`src/rtl/neo_video_pkg.sv`:
```
`default_nettype none
// ============================================================================
// neo_video_pkg : shared fix-layer widths, counts and the {pal, pixel} type.
// Revision 1.0
// ============================================================================
package neo_video_pkg;

  localparam int FIX_PIX_W      = 4;
  localparam int FIX_PAL_W      = 4;
  localparam int PIX_PER_BYTE   = 2;
  localparam int BYTES_PER_TILE = 4;
  localparam int CLK_PER_PIX    = 4;

  localparam int PIX_CNT_W  = $clog2(PIX_PER_BYTE * CLK_PER_PIX);
  localparam int BYTE_IDX_W = $clog2(BYTES_PER_TILE);

  localparam logic [PIX_CNT_W-1:0] PIX_CNT_MAX   = PIX_CNT_W'(PIX_PER_BYTE * CLK_PER_PIX - 1);
  localparam logic [PIX_CNT_W-1:0] PIX_CNT_RIGHT = PIX_CNT_W'(CLK_PER_PIX);

  typedef struct packed {
    logic [FIX_PAL_W-1:0] pal;
    logic [FIX_PIX_W-1:0] pixel;
  } fix_px_t;

  // Left pixel lives in the low nibble of the S ROM byte.
  function automatic logic [FIX_PIX_W-1:0] sel_pixel(input logic [2*FIX_PIX_W-1:0] b,
                                                     input logic right);
    return right ? b[2*FIX_PIX_W-1:FIX_PIX_W] : b[FIX_PIX_W-1:0];
  endfunction

endpackage
`default_nettype wire

```
`src/rtl/neo_edge_det.sv`:
```
`default_nettype none
// ============================================================================
// neo_edge_det : registered edge detector, gated off until one cycle after reset.
// Revision 1.0
// ============================================================================
module neo_edge_det #(
  parameter bit BOTH_EDGES = 1'b1
) (
  input  logic CLK_24M,
  input  logic nRESET,
  input  logic i_in,
  output logic o_edge
);

  logic r_q;
  logic r_armed;
  logic w_rise;
  logic w_fall;

  always_ff @(posedge CLK_24M) begin
    if (!nRESET) begin
      r_q     <= 1'b0;
      r_armed <= 1'b0;
    end else begin
      r_q     <= i_in;
      r_armed <= 1'b1;
    end
  end

  assign w_rise = r_armed &  i_in & ~r_q;
  assign w_fall = r_armed & ~i_in &  r_q;
  assign o_edge = w_rise | (BOTH_EDGES & w_fall);

endmodule
`default_nettype wire

```
`src/rtl/fix_serializer.sv`:
```
`default_nettype none
// ============================================================================
// fix_serializer : S ROM byte -> 6 MHz fix pixel stream with pipelined palette.
// Optional FIX_BLANK_EN adds nFIX_BLANK output blanking.  Revision 1.0
// ============================================================================
module fix_serializer
  import neo_video_pkg::*;
(
  input  logic                 CLK_24M,
  input  logic                 nRESET,
  input  logic                 S1H1,
  input  logic                 S2H1,
  input  logic                 LOAD,
  input  logic [23:0]          PBUS,
  input  logic [7:0]           FIXD,
`ifdef FIX_BLANK_EN
  input  logic                 nFIX_BLANK,
`endif
  output logic [FIX_PIX_W-1:0] FIX_PIXEL,
  output logic [FIX_PAL_W-1:0] FIX_PAL,
  output logic                 FIX_OPAQUE,
  output logic                 PIX_CE
);

  logic                  w_s1_edge;
  logic                  w_load_edge;
  logic                  w_blank;
  logic                  w_starved;
  logic                  w_ce;
  logic                  w_pbus_unused;
  fix_px_t               w_px;

  logic [7:0]            r_byte_buf,  w_byte_nxt;
  logic [FIX_PAL_W-1:0]  r_pal_next,  w_pal_next_nxt;
  logic [FIX_PAL_W-1:0]  r_pal_cur,   w_pal_cur_nxt;
  logic [BYTE_IDX_W-1:0] r_byte_idx,  w_idx_nxt;
  logic [PIX_CNT_W-1:0]  r_pix_cnt,   w_cnt_nxt;
  fix_px_t               r_out;
  logic                  r_opaque;
  logic                  r_ce;

  neo_edge_det #(.BOTH_EDGES(1'b1)) u_s1h1_edge (
    .CLK_24M (CLK_24M),
    .nRESET  (nRESET),
    .i_in    (S1H1),
    .o_edge  (w_s1_edge)
  );

  neo_edge_det #(.BOTH_EDGES(1'b0)) u_load_edge (
    .CLK_24M (CLK_24M),
    .nRESET  (nRESET),
    .i_in    (LOAD),
    .o_edge  (w_load_edge)
  );

`ifdef FIX_BLANK_EN
  assign w_blank = ~nFIX_BLANK;
`else
  assign w_blank = 1'b0;
`endif

  assign w_pbus_unused = ^{PBUS[23:20], PBUS[15:0]};

  // Output selection works on next-state values so a byte sampled at cycle N
  // shows up at N+1; palette follows the same path so a tile start is coherent.
  always_comb begin
    w_byte_nxt     = r_byte_buf;
    w_cnt_nxt      = r_pix_cnt;
    w_idx_nxt      = r_byte_idx;
    w_pal_next_nxt = r_pal_next;
    w_pal_cur_nxt  = r_pal_cur;

    if (w_s1_edge) begin
      w_byte_nxt = FIXD;
      w_cnt_nxt  = '0;
      w_idx_nxt  = (S1H1 && S2H1) ? '0 : r_byte_idx + 1'b1;
      if (w_idx_nxt == '0) begin
        w_pal_cur_nxt = r_pal_next;
      end
    end else if (r_pix_cnt != PIX_CNT_MAX) begin
      w_cnt_nxt = r_pix_cnt + 1'b1;
    end

    if (w_load_edge) begin
      w_pal_next_nxt = PBUS[19:16];
    end

    w_starved = !w_s1_edge && (r_pix_cnt == PIX_CNT_MAX);
    w_px.pal  = w_pal_cur_nxt;
    if (w_starved || w_blank) begin
      w_px.pixel = '0;
    end else begin
      w_px.pixel = sel_pixel(w_byte_nxt, w_cnt_nxt >= PIX_CNT_RIGHT);
    end
    w_ce = !w_starved && ((w_cnt_nxt == '0) || (w_cnt_nxt == PIX_CNT_RIGHT));
  end

  always_ff @(posedge CLK_24M) begin
    if (!nRESET) begin
      r_byte_buf <= '0;
      r_pal_next <= '0;
      r_pal_cur  <= '0;
      r_byte_idx <= '0;
      r_pix_cnt  <= PIX_CNT_MAX;
      r_out      <= '0;
      r_opaque   <= 1'b0;
      r_ce       <= 1'b0;
    end else begin
      r_byte_buf <= w_byte_nxt;
      r_pal_next <= w_pal_next_nxt;
      r_pal_cur  <= w_pal_cur_nxt;
      r_byte_idx <= w_idx_nxt;
      r_pix_cnt  <= w_cnt_nxt;
      r_out      <= w_px;
      r_opaque   <= (w_px.pixel != '0);
      r_ce       <= w_ce;
    end
  end

  assign FIX_PIXEL  = r_out.pixel;
  assign FIX_PAL    = r_out.pal;
  assign FIX_OPAQUE = r_opaque;
  assign PIX_CE     = r_ce;

endmodule
`default_nettype wire

```
`config.mk`:
```
export PLATFORM = sky130hd
export DESIGN_NAME = fix_serializer
export DESIGN_NICKNAME = d
export VERILOG_FILES = /design/src/rtl/neo_video_pkg.sv /design/src/rtl/neo_edge_det.sv /design/src/rtl/fix_serializer.sv
export SDC_FILE = /design/constraint.sdc
export NUM_CORES = 1
export LEC_CHECK = 0
export BUFFER_PORTS_ARGS = -buffer_cell sky130_fd_sc_hd__buf_2
export CORE_MARGIN = 2
export CORE_UTILIZATION = 42
export CTS_CLUSTER_DIAMETER = 60
export CTS_CLUSTER_SIZE = 24
export DETAILED_ROUTE_END_ITERATION = 10
export MAX_ROUTING_LAYER = met4
export PLACE_DENSITY = 0.74
export SYNTH_ARGS = -nofsm -noshare
export SYNTH_HDL_FRONTEND = slang
export SYNTH_SLANG_ARGS = --single-unit
```
`constraint.sdc`:
```
create_clock -name CLK_24M -period 1.3 [get_ports CLK_24M]
set_input_delay 0.065 -clock CLK_24M [delete_from_list [all_inputs] [get_ports CLK_24M]]
set_output_delay 0.065 -clock CLK_24M [all_outputs]
set_load 0.01 [all_outputs]
```
**Word-level counts from Yosys, hierarchy flattened**

Cells that the tools add are included.

- Flip-flop bits (word level): 30
- Input port bits: 37
- Output and inout bits: 10
- Word-level logic and storage cells: 46

- $add $sub $neg: 2
- $lt $le $gt $ge: 1
- Equal/unequal tests: 3
- Mux-type cells: 9
- Bitwise logic cells: 10
- Reduce and logical (&&, ||, !) cells: 10

Operator list:

| cell | number |
|---|---|
| 2-to-1 mux 4 bit | 4 |
| 2-to-1 mux 8 bit | 1 |
| AND 1 bit | 6 |
| equality test 3 bit (second input constant) | 2 |
| 2-to-1 mux 3 bit | 2 |
| nonzero test 4 bit | 1 |
| adder 3 x 1 -> 3 bit (second input constant) | 1 |
| >= comparator 3 bit (second input constant) | 1 |
| logical AND 1 bit | 3 |
| zero test 3 bit | 1 |
| inequality test 3 bit (second input constant) | 1 |
| inverter 1 bit | 3 |
| adder 2 x 1 -> 2 bit (second input constant) | 1 |
| zero test 1 bit | 2 |
| zero test 2 bit | 1 |
| 2-to-1 mux 2 bit | 1 |
| AND reduction 2 bit | 1 |
| logical OR 1 bit | 1 |
| 2-to-1 mux 1 bit | 1 |
| bitwise OR 1 bit | 1 |

**Logic depth before layout (Yosys ltp)**

Gate-level depths: netlist of run 1.

- Depth after elaboration: 9
- Mapped depth: 6

**Hierarchy**

From an unflattened synthesis of run 1, not the netlist that was laid out.

- Cells, all modules: 118
- Area, all modules: 1192.4 um^2

Modules (own cells, without submodules):

| module | instances | cells an instance | area each (um^2) | seq. area each (um^2) |
|---|---|---|---|---|
| fix_serializer | 1 | 109 | 1074.8 | 540.5 |
| neo_edge_det at u_s1h1_edge | 1 | 5 | 62.6 | 40.0 |
| neo_edge_det at u_load_edge | 1 | 4 | 55.1 | 40.0 |

**Worst setup path after synthesis of run 1**

No wires, ideal clock.

- Path type: register to register
- Start: reg r_pix_cnt[0]
- End: reg r_opaque, in the netlist FIX_OPAQUE
- Arrival: 1.244 ns
- Required time: 1.163 ns
- Slack: -0.081 ns
- Stages on the path, launching flop included: 7
- Path buffers: 1
- Clock period less this slack: 1.381 ns
- Path through: dfxtp_1 -> ha_1 -> buf_2 -> xor2_1 -> a22o_1 -> mux2i_1 -> a41oi_1

- Cells in the longest elaborated chain, start to end: 7
- Elaborated cells on any way between the ends: 10
- Those cells by class: 1 x add/sub; 1 x order compare; 2 x eq/ne; 4 x mux; 2 x reduce/logical

RTL lines:

| element | RTL line | RTL |
|---|---|---|
| start: declaration | fix_serializer.sv:37 | `logic [PIX_CNT_W-1:0] r_pix_cnt, w_cnt_nxt;` |
| start signal: assignment | fix_serializer.sv:113 | `r_pix_cnt <= w_cnt_nxt;` |
| adder 3 x 1 -> 3 bit / inequality test 3 bit (equally long branches) | fix_serializer.sv:81, fix_serializer.sv:80 |  |
| 2-to-1 mux 3 bit | fix_serializer.sv:80 | `end else if (r_pix_cnt != PIX_CNT_MAX) begin` |
| 2-to-1 mux 3 bit | fix_serializer.sv:73 | `if (w_s1_edge) begin` |
| >= comparator 3 bit | fix_serializer.sv:93 | `w_px.pixel = sel_pixel(w_byte_nxt, w_cnt_nxt >= PIX_CNT_RIGHT);` |
| 2-to-1 mux 4 bit | neo_video_pkg.sv:28 | `return right ? b[2*FIX_PIX_W-1:FIX_PIX_W] : b[FIX_PIX_W-1:0];` |
| 2-to-1 mux 4 bit * | fix_serializer.sv:90 | `if (w_starved \|\| w_blank) begin` |
| nonzero test 4 bit * | fix_serializer.sv:115 | `r_opaque <= (w_px.pixel != '0);` |
| end signal: assignment | fix_serializer.sv:115 |  |
| end: declaration | fix_serializer.sv:39 | `logic r_opaque;` |

Mark *: on every way between the ends. The rest lies on a longest branch, timed or not.
A chain may end at the register's enable or synchronous reset.

**Worst setup path in the final report of run 1**

- Start: reg r_pix_cnt[1]
- End: reg r_opaque, in the netlist FIX_OPAQUE

Same word-level chain as after synthesis.

==> impl_summary.md, run 1 <==
Outcome
The run finished, with violations left. The checks that failed: setup timing.

Placement
The congestion estimate from routability-driven global placement came to 0.6973. Detailed placement finished with a half-perimeter wire length of 1685 um. The number of instances in the placed design is 182. The placed instance area is 0.001380 mm^2. Port buffering added 26 buffers.

Synth
For this run, the register share of the synthesized area comes to 0.5234. By count the netlist is led by sky130_fd_sc_hd__dfxtp_1 (30), sky130_fd_sc_hd__nand2_1 (20), sky130_fd_sc_hd__mux2i_1 (16). The mean instance size in the synthesized netlist is 9.405 um^2. The synthesis-stage register bit count is 30. The cell area after synthesis is 0.001147 mm^2.

Of the post-synthesis cell area, the dominant cell type holds 0.5234. The number of distinct library cell variants in the gate-level netlist after synthesis is 20. The count of flip-flops with a built-in enable after synthesis is 0.

The dominant cell type by area after synthesis is sky130_fd_sc_hd__dfxtp_1. The synthesis warning total is 0. sky130_fd_sc_hd__dfxtp_1 is the most common cell in the netlist. The most used flip-flop cell after synthesis is sky130_fd_sc_hd__dfxtp_1.

The synthesized netlist cell count is 122. Counting every net in the synthesized netlist gives between 150 and 200. Ranked by total cell area, the synthesized netlist is headed by sky130_fd_sc_hd__dfxtp_1 (52%), sky130_fd_sc_hd__mux2i_1 (14%), sky130_fd_sc_hd__nand2_1 (6.5%).

After synthesis, the share of flip-flops with an asynchronous set or reset is 0.

Power and ir drop
The share of total power dissipated in sequential elements is 0.482. Of the total power, the share spent switching nets is 0.2838. The post-layout total power is ~2.2 mW. The peak ir drop on the vdd network is 1.026 mV. For this design the ratio of total power to cell area is 1281 mW/mm^2. The analysis attributes to net switching a power of 0.6199 mW. Cell internal power was estimated by the tool at 1.564 mW. The clock network fraction of total power is 0.263. For this design the static power due to leakage is 0.7798 nW. The combinational group share of total power is 0.255.

Min path
The worst hold path was traced through 4 stages. The origin of the worst min-delay path is S2H1. The tightest min-delay check is of the input pin to register type. For hold timing, the worst endpoint is r_byte_idx[0].

GRT
The initial antenna violation count is 0. The global-route wire length before repair is 4512 um. Summed over all layers, the global routing overflow is 0. The most utilized layer in the global route result is met2. In the global route stage, met2 resource usage came out at 0.3143. The met3 usage in global routing is 0.07373.

The global router's overall resource usage is 0.1919. The largest net degree at the start of global routing is 15. In the global route stage, met1 resource usage came out at 0.2061. The number of global-route vias before repair was 1,064.

Drt
The first-iteration detailed-routing DRC count is 32. The count of vias placed by the detailed router is 1,038. After detailed routing, the number of vias per cell comes to between 5 and 6.

In the final routed layout, each cell accounts on average for 12.94 um. The number of remaining DRC errors is 0. The detailed-routing iteration count for the pre-antenna-repair pass is 5. The count of nets left with antenna violations once routing finished came out at 0. The final routed wirelength across all metal layers is 2678 um.

Worst setup path
The endpoint identified for the worst register-to-register timing path is FIX_OPAQUE. For this design, the slowest cell found on the critical path is sky130_fd_sc_hd__dfxtp_2. The largest single stage delay on the critical path is 0.35 ns. STA puts the critical path data required time at 1.50 ns.

The startpoint-to-endpoint class of the critical path is register to register. The worst reg-to-reg setup slack is -0.001 ns. In this run the critical register-to-register path is launched from r_pix_cnt[1].

Along the worst path, the maximum fanout reaches 3. At the worst endpoint, the arrival time is 1.50 ns. The worst setup path is captured at a register. Traced cell by cell, the critical path runs through ha_4 -> xor2_1 -> a22o_1 -> mux2i_4 -> a41oi_2. STA classifies the critical path startpoint as a register.

For the worst flop-to-flop path, the logic depth is 5.

Timing
The worst-margin pin slew is 0.3069 ns. For the finished layout, the period the worst path requires is 1.301 ns. The max-slew violation count is 0. Headroom to the max-slew limit came out at 0.7932. The setup-violating endpoint count in the final report is 1. Setup repair after global routing could not meet its margin everywhere. On the final layout, the worst clock skew is 0.005576 ns. The total count of hold-check failures in the final report came to 0.

Dividing the final minimum period by the clock period gives 1.001. Once routing completed, OpenROAD measured the worst setup slack at -0.001333 ns. Based on the critical path, the design can be clocked at up to 768.4 MHz.

Clocking
CTS saw 30 sinks. The tree is rooted in a sky130_fd_sc_hd__clkbuf_4. The clock passes through at most 2 buffers. Buffers inserted during clock tree synthesis total 5. The TritonCTS clock tree is done. The clock-pin slew on the worst setup and hold paths is 0.09 ns. The clock reaches the later pin of the worst-skew pair after 0.32 ns. The number of levels in the clock H-tree is 2.

Die
The initial utilization of the core area, before any placement, comes to 0.4549. The number of top-level pins is 47. The die covers roughly 0.0032 mm^2. The die width is 56.27 um.

The die is 56.27 um tall. The region available for standard cell placement spans 0.002522 mm^2. The number of placement rows is 18.

Final layout
The total inserted antenna cells is 0. Of the cells placed in the final design, the portion with a size suffix greater than 1 is 0.3390. For this run, the number of standard cells in the final layout without fillers is around 210.

The net count reported at finish is 214. Measured on the finished design, the core utilization comes to 0.6761. The filler cell count is 212.

From synthesis to final layout, the design area changed by 48.64%. After routing the design area is 0.001705 mm^2.

Run
The tool flagged a number of max-cap violations equal to 0.
[layout make-up]
| cell class | instances | area (um^2) | area share |
|---|---|---|---|
| Multi-Input combinational cell | 86 | 615.6 | 0.3610 |
| Inverter | 1 | 3.754 | 0.002201 |
| Sequential cell | 30 | 608.1 | 0.3566 |
| Tap cell | 30 | 37.54 | 0.02201 |
| Timing Repair Buffer | 52 | 380.4 | 0.2230 |
| Clock buffer | 7 | 55.05 | 0.03228 |
| Clock inverter | 1 | 5.005 | 0.002935 |
[metrics by stage]
stage	worst slack [ns]	hold slack [ns]	TNS (ns)
global route	-0.03789	0.03743	-0.03789
CTS	-0.04170	0.003329	-0.06590
global placement	-0.08108	0.2676	-0.08108
detailed placement	-0.08905	0.2742	-0.08905
finish	-0.001333	0.03662	-0.001333
floorplan	-0.0008684	0.09272	-0.0008684
[worst max-delay path: cells and delay by family (launching register included)]
kind	cells	cell delay, ns
DFF	1	0.35
adders and majority gates	1	0.16
muxes	1	0.19
AOI/OAI and AO/OA	2	0.34
xor gates and xnor gates	1	0.15
[worst max path at each step]
stage                         start    endpoint  slack [ns]
finish                 r_pix_cnt[1]  FIX_OPAQUE      -0.001
global route        u_s1h1_edge.r_q  FIX_OPAQUE       -0.04
CTS                 u_s1h1_edge.r_q  FIX_OPAQUE       -0.04
detailed placement  u_s1h1_edge.r_q  FIX_OPAQUE       -0.09
global placement    u_s1h1_edge.r_q  FIX_OPAQUE       -0.08
floorplan              r_pix_cnt[0]  FIX_OPAQUE     -0.0009
[kinds of logic (layout without fill, tap and decap cells)]
kind of cell | count (synthesis) | after routing | synth area share
AOI/OAI and AO/OA | 21 | 21 | 0.1014
xor gates and xnor gates | 3 | 3 | 0.02290
adders and majority gates | 1 | 1 | 0.01090
buffers and inverters | 7 | 61 | 0.03490
DFF | 30 | 30 | 0.5234
muxes | 16 | 16 | 0.1396
and+or+nand+nor | 44 | 45 | 0.1668
[flip-flops by register name, indices dropped and copies added, names as in the netlist]
| signal | flops |
|---|---|
| FIX_PAL | 4 |
| u_s1h1_edge.r_q | 1 |
| r_pal_next | 4 |
| r_pix_cnt | 3 |
| PIX_CE | 1 |
| u_load_edge.r_q | 1 |
| r_byte_buf | 8 |
| FIX_OPAQUE | 1 |
| FIX_PIXEL | 4 |
| r_byte_idx | 2 |
| u_s1h1_edge.r_armed | 1 |
[power by group through the flow]
| stage | registers [mW] | logic, mW | clock network [mW] |
|---|---|---|---|
| floorplan | 1.08 | 0.288 | 0 |
| global placement | 1.06 | 0.430 | 0 |
| detailed placement | 1.07 | 0.441 | 0 |
| CTS | 1.05 | 0.512 | 0.598 |
| global route | 1.06 | 0.617 | 0.629 |
| finish | 1.05 | 0.557 | 0.575 |
[repair_timing]
action | 4_1_cts | 5_1_grt
gates resized for setup | 9 | 15
hold buffers | 13 | 1
endpoints found under the setup margin | 2 | 19
cloned | 1 | 0
pin swaps | 2 | 3
hold endpoints to repair | 15 | 1
setup buffers | 3 | 0
[layer usage]
metal / share of wire / up-vias / routed length [um]
li1: - / 517 / -
met1: 0.40 / 482 / 1083
met2: 0.51 / 33 / 1359
met3: 0.065 / 6 / 174
met4: 0.022 / 0 / 60
met5: 0 / - / 0
[cells in the final DEF (no fill, tap or decap), types with 4 or more instances in the layout]
cell                            Yosys  routed
sky130_fd_sc_hd__dlygate4sd3_1      0      14
sky130_fd_sc_hd__a21oi_1           12      11
sky130_fd_sc_hd__mux2i_1           16      12
sky130_fd_sc_hd__buf_2              2      26
sky130_fd_sc_hd__nor2_1            15      15
sky130_fd_sc_hd__mux2i_4            0       4
sky130_fd_sc_hd__clkbuf_4           0       5
sky130_fd_sc_hd__buf_4              1       9
sky130_fd_sc_hd__nand2_1           20      20
sky130_fd_sc_hd__dfxtp_1           30      26
sky130_fd_sc_hd__nand3b_1           4       4
(Power assumes the default switching activity.)
==> run 2: changes to the inputs <==
--- a/config.mk
+++ b/config.mk
@@ -11,8 +11,8 @@
 export CTS_CLUSTER_DIAMETER = 60
 export CTS_CLUSTER_SIZE = 24
 export DETAILED_ROUTE_END_ITERATION = 10
-export MAX_ROUTING_LAYER = met4
 export PLACE_DENSITY = 0.74
+export SKIP_CTS_REPAIR_TIMING = 1
 export SYNTH_ARGS = -nofsm -noshare
 export SYNTH_HDL_FRONTEND = slang
 export SYNTH_SLANG_ARGS = --single-unit
==> impl_summary.md, run 2 (synthesized netlist as in run 1, its figures left out) <==
Placement
The number of instances in the placed design is 182 (unchanged). The weighted congestion reported at the end of routability-driven placement is 0.6900 (-1.0%). The number of buffer cells added on primary ports is 26 (unchanged). The half-perimeter wire length of the detailed placement result was 1685 um (unchanged). The placed instance area was 0.001380 mm^2 (unchanged).

GRT
The initial antenna violation count was 0 (unchanged). The global-route wire length before repair is 4050 um (-10%). The global router's overall resource usage is 0.1674 (-0.02448).

The largest net degree at the start of global routing is 15 (unchanged). The number of global-route vias before repair was 978 (-8.1%). The total global routing overflow came to 0 (unchanged).

Clocking
The number of levels in the clock H-tree came to 2 (unchanged). The root buffer cell is sky130_fd_sc_hd__clkbuf_4. The number of buffers on the longest clock path is 2 (unchanged). The total CTS buffers is 5 (unchanged). The clock network latency to the later pin of the worst-skew pair is 0.33 ns (about the same).

The clock sink total is 30 (unchanged). TritonCTS built the clock tree. The clock-pin slew on the worst setup and hold paths is 0.09 ns (about the same).

Die
The die width is 56.27 um (unchanged). The total core area is 0.002522 mm^2 (unchanged). The die area was 0.003166 mm^2 (unchanged). The effective utilization at floorplan came to 0.4549 (unchanged). The number of top-level pins is 47 (unchanged). The number of placement rows is 18 (unchanged). The die span in y is 56.27 um (unchanged).

Worst setup path
The signal on the critical path passes through ha_4 -> xor2_1 -> a22o_1 -> mux2i_2 -> a41oi_1. The worst-path cell with the longest stage delay is sky130_fd_sc_hd__dfxtp_2. The endpoint required time on the critical path is 1.50 ns (about the same). The maximum fanout count along the critical path is 3 (unchanged). The arrival time of the worst setup path is 1.52 ns (+0.02 ns). The sort of element at the start of the critical path is a register. The stage delay of the slowest cell on the critical path is 0.34 ns (about the same).

The kind of end point of the critical path is a register. The startpoint-to-endpoint class of the critical path is register to register.

Timing
The period utilization is 1.016 (+0.01448). The normalized max-slew margin was 0.8309 (+0.03768). The clock period minus worst slack came to 1.320 ns (+0.01882 ns). The maximum clock frequency is 757.5 MHz (-1.4%). The final-layout worst hold slack is -0.02894 ns (-0.06557 ns). The max-slew violation count is 0 (unchanged).

Setup repair after global routing could not meet its margin everywhere. The setup skew after layout came to 0.006686 ns (+0.001109 ns). The worst-margin pin slew is 0.2529 ns (-0.05404 ns). The total count of hold-check failures in the final report is 4 (+4).

The setup-violating endpoint count in the final report is 1 (unchanged). The worst setup slack after layout is -0.02016 ns (-0.01882 ns).

Final layout
The filler-free cell count of the finished design is 204 (-1.4%). The number of flip-flops under the largest register name came to 8 (unchanged). Ranked by flip-flop count, first place goes to r_byte_buf. The final instance area came to 0.001599 mm^2 (-6.2%).

The growth of design area from synthesis to finish is 39.37%. The net count reported at finish is 211 (-1.4%). Leaving out fill and tap cells, the most frequent cells in the layout are sky130_fd_sc_hd__dfxtp_1 (26), sky130_fd_sc_hd__buf_2 (26), sky130_fd_sc_hd__nand2_1 (20). The ratio of cells with drive above 1 in the final layout is 0.3276 (-0.01140). The total inserted antenna cells is 0 (unchanged).

Drt
The routed via count divided by cell count came to 4.907 (-2.1%). The number of remaining DRC errors is 0 (unchanged). The detailed-routing iteration count for the pre-antenna-repair pass is 4 (-1). The final routed wire length divided by cell count came to 11.75 um (-9.2%). The remaining antenna violation count after routing is 0 (unchanged).

The first-iteration detailed-routing DRC count came to 26 (-19%). The count of vias placed by the detailed router is 1,001 (-3.6%). The final routed wirelength across all metal layers is 2397 um (-10%).

Min path
The path type of the worst min-delay path is input pin to register.

Outcome
The checks that failed: hold timing, setup timing. The flow ran to the end, but the final reports show violations.

Power and ir drop
The power density over the cells is 1327 mW/mm^2 (+3.6%). The static leakage power was 0.7674 nW (-1.6%). The peak ir drop on the vdd network is 1.014 mV (-1.1%).

Run
The total of max-cap violations is 0 (unchanged).
-- run 2: cell types whose count changed in the layout (fill, tap and decap cells not counted), sizes merged --
cell         change
nand2            -1
buf              +2
dlygate4sd3      -4
-- run 2: power breakdown --
group          switching, mW  internal [mW]  leakage [nW]
clock                  0.315          0.262        0.0353
combinational          0.229          0.266         0.487
sequential            0.0476           1.00         0.246
total                  0.592           1.53         0.767
-- run 2: final cells by class --
cell class              count  area (um^2)
well taps                  30        37.54
clock buffers               7        55.05
fillers                   239        923.4
inverters                   1        3.754
repair buffers             50        347.8
clock inverters             1        5.005
flip-flops and latches     30        605.6
multi-input cells          85        544.3
-- run 2: final timing paths --
check | from | to | slack (ns) | depth (start not counted)
worst max-delay path | r_pix_cnt[1] | FIX_OPAQUE | -0.02 | 5
worst min-delay path | PBUS[19] | r_pal_next[3] | -0.03 | 3
worst max register to register | r_pix_cnt[1] | FIX_OPAQUE | -0.02 | 5
worst min register to register | r_byte_buf[1] | r_byte_buf[1] | 0.47 | 2
-- run 2: metal layers --
layer,routed length (um),up-vias,GRT usage
met5,0,-,0
met4,29,0,0.07483
met3,183,4,0.08065
met2,1194,28,0.2790
met1,989,458,0.1787
li1,-,511,-
-- run 2: per-stage QoR --
step	TNS, ns	utilization	power (mW)	setup slack (ns)	hold slack (ns)
final	-0.02016	0.6339	2.122	-0.02016	-0.02894
after global routing	-0.1914	0.6339	2.242	-0.09454	0.003438
after CTS	-0.1518	0.5709	2.092	-0.1251	-0.08148
after detailed placement	-0.08905	0.5471	1.509	-0.08905	0.2742
after global placement	-0.08108	0.5471	1.492	-0.08108	0.2676
after floorplan	-0.0008684	-	1.363	-0.0008684	0.09272
-- run 2: worst max-delay path: cells and delay by family, from the launching register on --
family | cells | cell delay (ns)
xor gates and xnor gates | 1 | 0.15
DFF | 1 | 0.34
muxes | 1 | 0.21
AOI/OAI and AO/OA | 2 | 0.33
adders and majority gates | 1 | 0.16
==> run 3: changes to the inputs <==
--- a/config.mk
+++ b/config.mk
@@ -5,7 +5,7 @@
 export SDC_FILE = /design/constraint.sdc
 export NUM_CORES = 1
 export LEC_CHECK = 0
-export BUFFER_PORTS_ARGS = -buffer_cell sky130_fd_sc_hd__buf_2
+export BUFFER_PORTS_ARGS = -buffer_cell sky130_fd_sc_hd__buf_4
 export CORE_MARGIN = 2
 export CORE_UTILIZATION = 42
 export CTS_CLUSTER_DIAMETER = 60
==> impl_summary.md, run 3 (synthesized netlist as in run 1, its figures left out) <==
Outcome
The run finished, with violations left. The final reports fail on hold timing, setup timing.

GRT
The global router's overall resource usage is 0.1652 (-0.002173). The global-route wire length before repair is 3995 um (-1.4%). The initial antenna violation count was 0 (unchanged). The largest net degree at the start of global routing came to 15 (unchanged). The total global routing overflow is 0 (unchanged). The number of global-route vias before repair came to 969 (-0.92%).

Timing
The normalized max-slew margin is 0.8111 (-0.01981). The setup-violating endpoint count in the final report is 2 (+1). The worst setup slack after layout is -0.03522 ns (-0.01506 ns). The setup TNS came to -0.06577 ns (-0.04561 ns). The worst-margin pin slew is 0.2825 ns (+0.02962 ns). The period utilization is 1.027 (+0.01158). The maximum clock frequency is 748.9 MHz (-1.1%). Setup repair after global routing could not meet its margin everywhere.

The total count of hold-check failures in the final report is 2 (-2). The max-slew violation count is 0 (unchanged). The clock period minus worst slack is 1.335 ns (+0.01506 ns). The final-layout worst hold slack came to -0.01591 ns (+0.01304 ns).

The setup skew after layout is 0.009115 ns (+0.002429 ns).

Die
The number of top-level pins was 47 (unchanged). The number of placement rows is 18 (unchanged). The total core area is 0.002522 mm^2 (unchanged). The die span in y came to 56.27 um (unchanged). The effective utilization at floorplan was 0.4549 (unchanged). The die width is 56.27 um (unchanged). The die area is 0.003166 mm^2 (unchanged).

Worst setup path
The sort of element at the start of the critical path is a register. The endpoint required time on the critical path came to 1.51 ns (about the same). The arrival time of the worst setup path was 1.55 ns (+0.03 ns). The kind of end point of the critical path is a register.

The maximum fanout count along the critical path came to 7 (+4). The startpoint-to-endpoint class of the critical path is register to register.

Placement
The number of buffer cells added on primary ports is 26 (unchanged). The half-perimeter wire length of the detailed placement result is 1757 um (+4.3%). The weighted congestion reported at the end of routability-driven placement is 0.7024 (+1.8%). The worst-case setup slack after placement is -0.05843 ns (+0.03061 ns).

Clocking
The clock-pin slew on the worst setup and hold paths was 0.08 ns (about the same). The root buffer cell is sky130_fd_sc_hd__clkbuf_4. The clock network latency to the later pin of the worst-skew pair is 0.32 ns (about the same).

The TritonCTS clock tree is done. The total CTS buffers is 5 (unchanged). The number of levels in the clock H-tree is 2 (unchanged).

The clock sink total came to 30 (unchanged). The number of buffers on the longest clock path is 2 (unchanged).

Power and ir drop
The peak ir drop on the vdd network is 0.8589 mV (-15%). The static leakage power is 0.7782 nW (+1.4%). The power density over the cells is 1264 mW/mm^2 (-4.7%). The post-layout total power is 2.135 mW (+0.63%).

Drt
The remaining antenna violation count after routing was 0 (unchanged). The detailed-routing iteration count for the pre-antenna-repair pass is 4 (unchanged). The routed via count divided by cell count is 4.936 (+0.59%).

The final routed wirelength across all metal layers is 2533 um (+5.7%). The count of vias placed by the detailed router is 997 (-0.40%). The final routed wire length divided by cell count is 12.54 um (+6.7%).

The first-iteration detailed-routing DRC count is 19 (-27%). The number of remaining DRC errors is 0 (unchanged).

Final layout
The total inserted antenna cells is 0 (unchanged). Ranked by flip-flop count, first place goes to r_byte_buf. The filler cell count was 205 (-14%). The ratio of cells with drive above 1 in the final layout was 0.3430 (+0.01544). Compared with the post-synthesis result, the final layout area differs by 47.22%. The most common cell after layout, fill and taps aside is sky130_fd_sc_hd__buf_4. The net count reported at finish is 211 (unchanged). The number of flip-flops under the largest register name is 8 (unchanged). Leaving out fill and tap cells, the most frequent cells in the layout are sky130_fd_sc_hd__buf_4 (38), sky130_fd_sc_hd__dfxtp_1 (26), sky130_fd_sc_hd__nand2_1 (20).

Run
The total of max-cap violations is 0 (unchanged).

Min path
The path type of the worst min-delay path is input pin to register.
## run 3: cell types whose count changed in the layout (fill, tap and decap cells not counted), sizes merged
cell | previous run | this run
clkbuf | 7 | 6
clkinv | 1 | 0
## run 3: cell type report
class / count / area (um^2) / share of cell area
clock buffers: 6 / 51.30 / 0.03037
inverters: 1 / 3.754 / 0.002222
multi-input cells: 85 / 574.3 / 0.3400
flip-flops and latches: 30 / 605.6 / 0.3585
well taps: 30 / 37.54 / 0.02222
repair buffers: 50 / 416.7 / 0.2467
## run 3: worst max-delay path, stage by stage (launching register included)
cell                       delay (ns)
sky130_fd_sc_hd__dfxtp_2         0.34
sky130_fd_sc_hd__ha_4            0.16
sky130_fd_sc_hd__buf_4           0.15
sky130_fd_sc_hd__nand3b_1        0.08
sky130_fd_sc_hd__o21ai_1         0.08
sky130_fd_sc_hd__mux2i_2         0.22
sky130_fd_sc_hd__buf_4           0.15
sky130_fd_sc_hd__nor2_1          0.03
## run 3: where the power goes
part / total, mW / internal [mW] / switching (mW)
logic: 0.553 / 0.303 / 0.250
clock network: 0.526 / 0.243 / 0.283
registers: 1.06 / 1.00 / 0.0526
total: 2.13 / 1.55 / 0.586
## run 3: layer usage
metal,vias up,part of all wire,GRT usage
li1,510,-,-
met1,453,0.42,0.1708
met2,31,0.51,0.2908
met3,3,0.054,0.05530
met4,0,0.014,0.09184
met5,-,0,0
## run 3: per-stage QoR
step	area [um^2]	cells	utilization
2_1_floorplan	1167	122	-
3_3_place_gp	1460	184	0.5789
3_5_place_dp	1460	184	0.5789
4_1_cts	1511	190	0.5992
5_1_grt	1689	202	0.6696
6_report	1689	202	0.6696
## run 3: worst paths after layout
path	slack (ns)	depth (start not counted)	end	start
max	-0.04	7	FIX_PIXEL[3]	r_pix_cnt[1]
min	-0.02	3	r_pal_next[0]	PBUS[16]
max reg2reg	-0.04	7	FIX_PIXEL[3]	r_pix_cnt[1]
min reg2reg	0.46	2	r_byte_buf[1]	r_byte_buf[1]
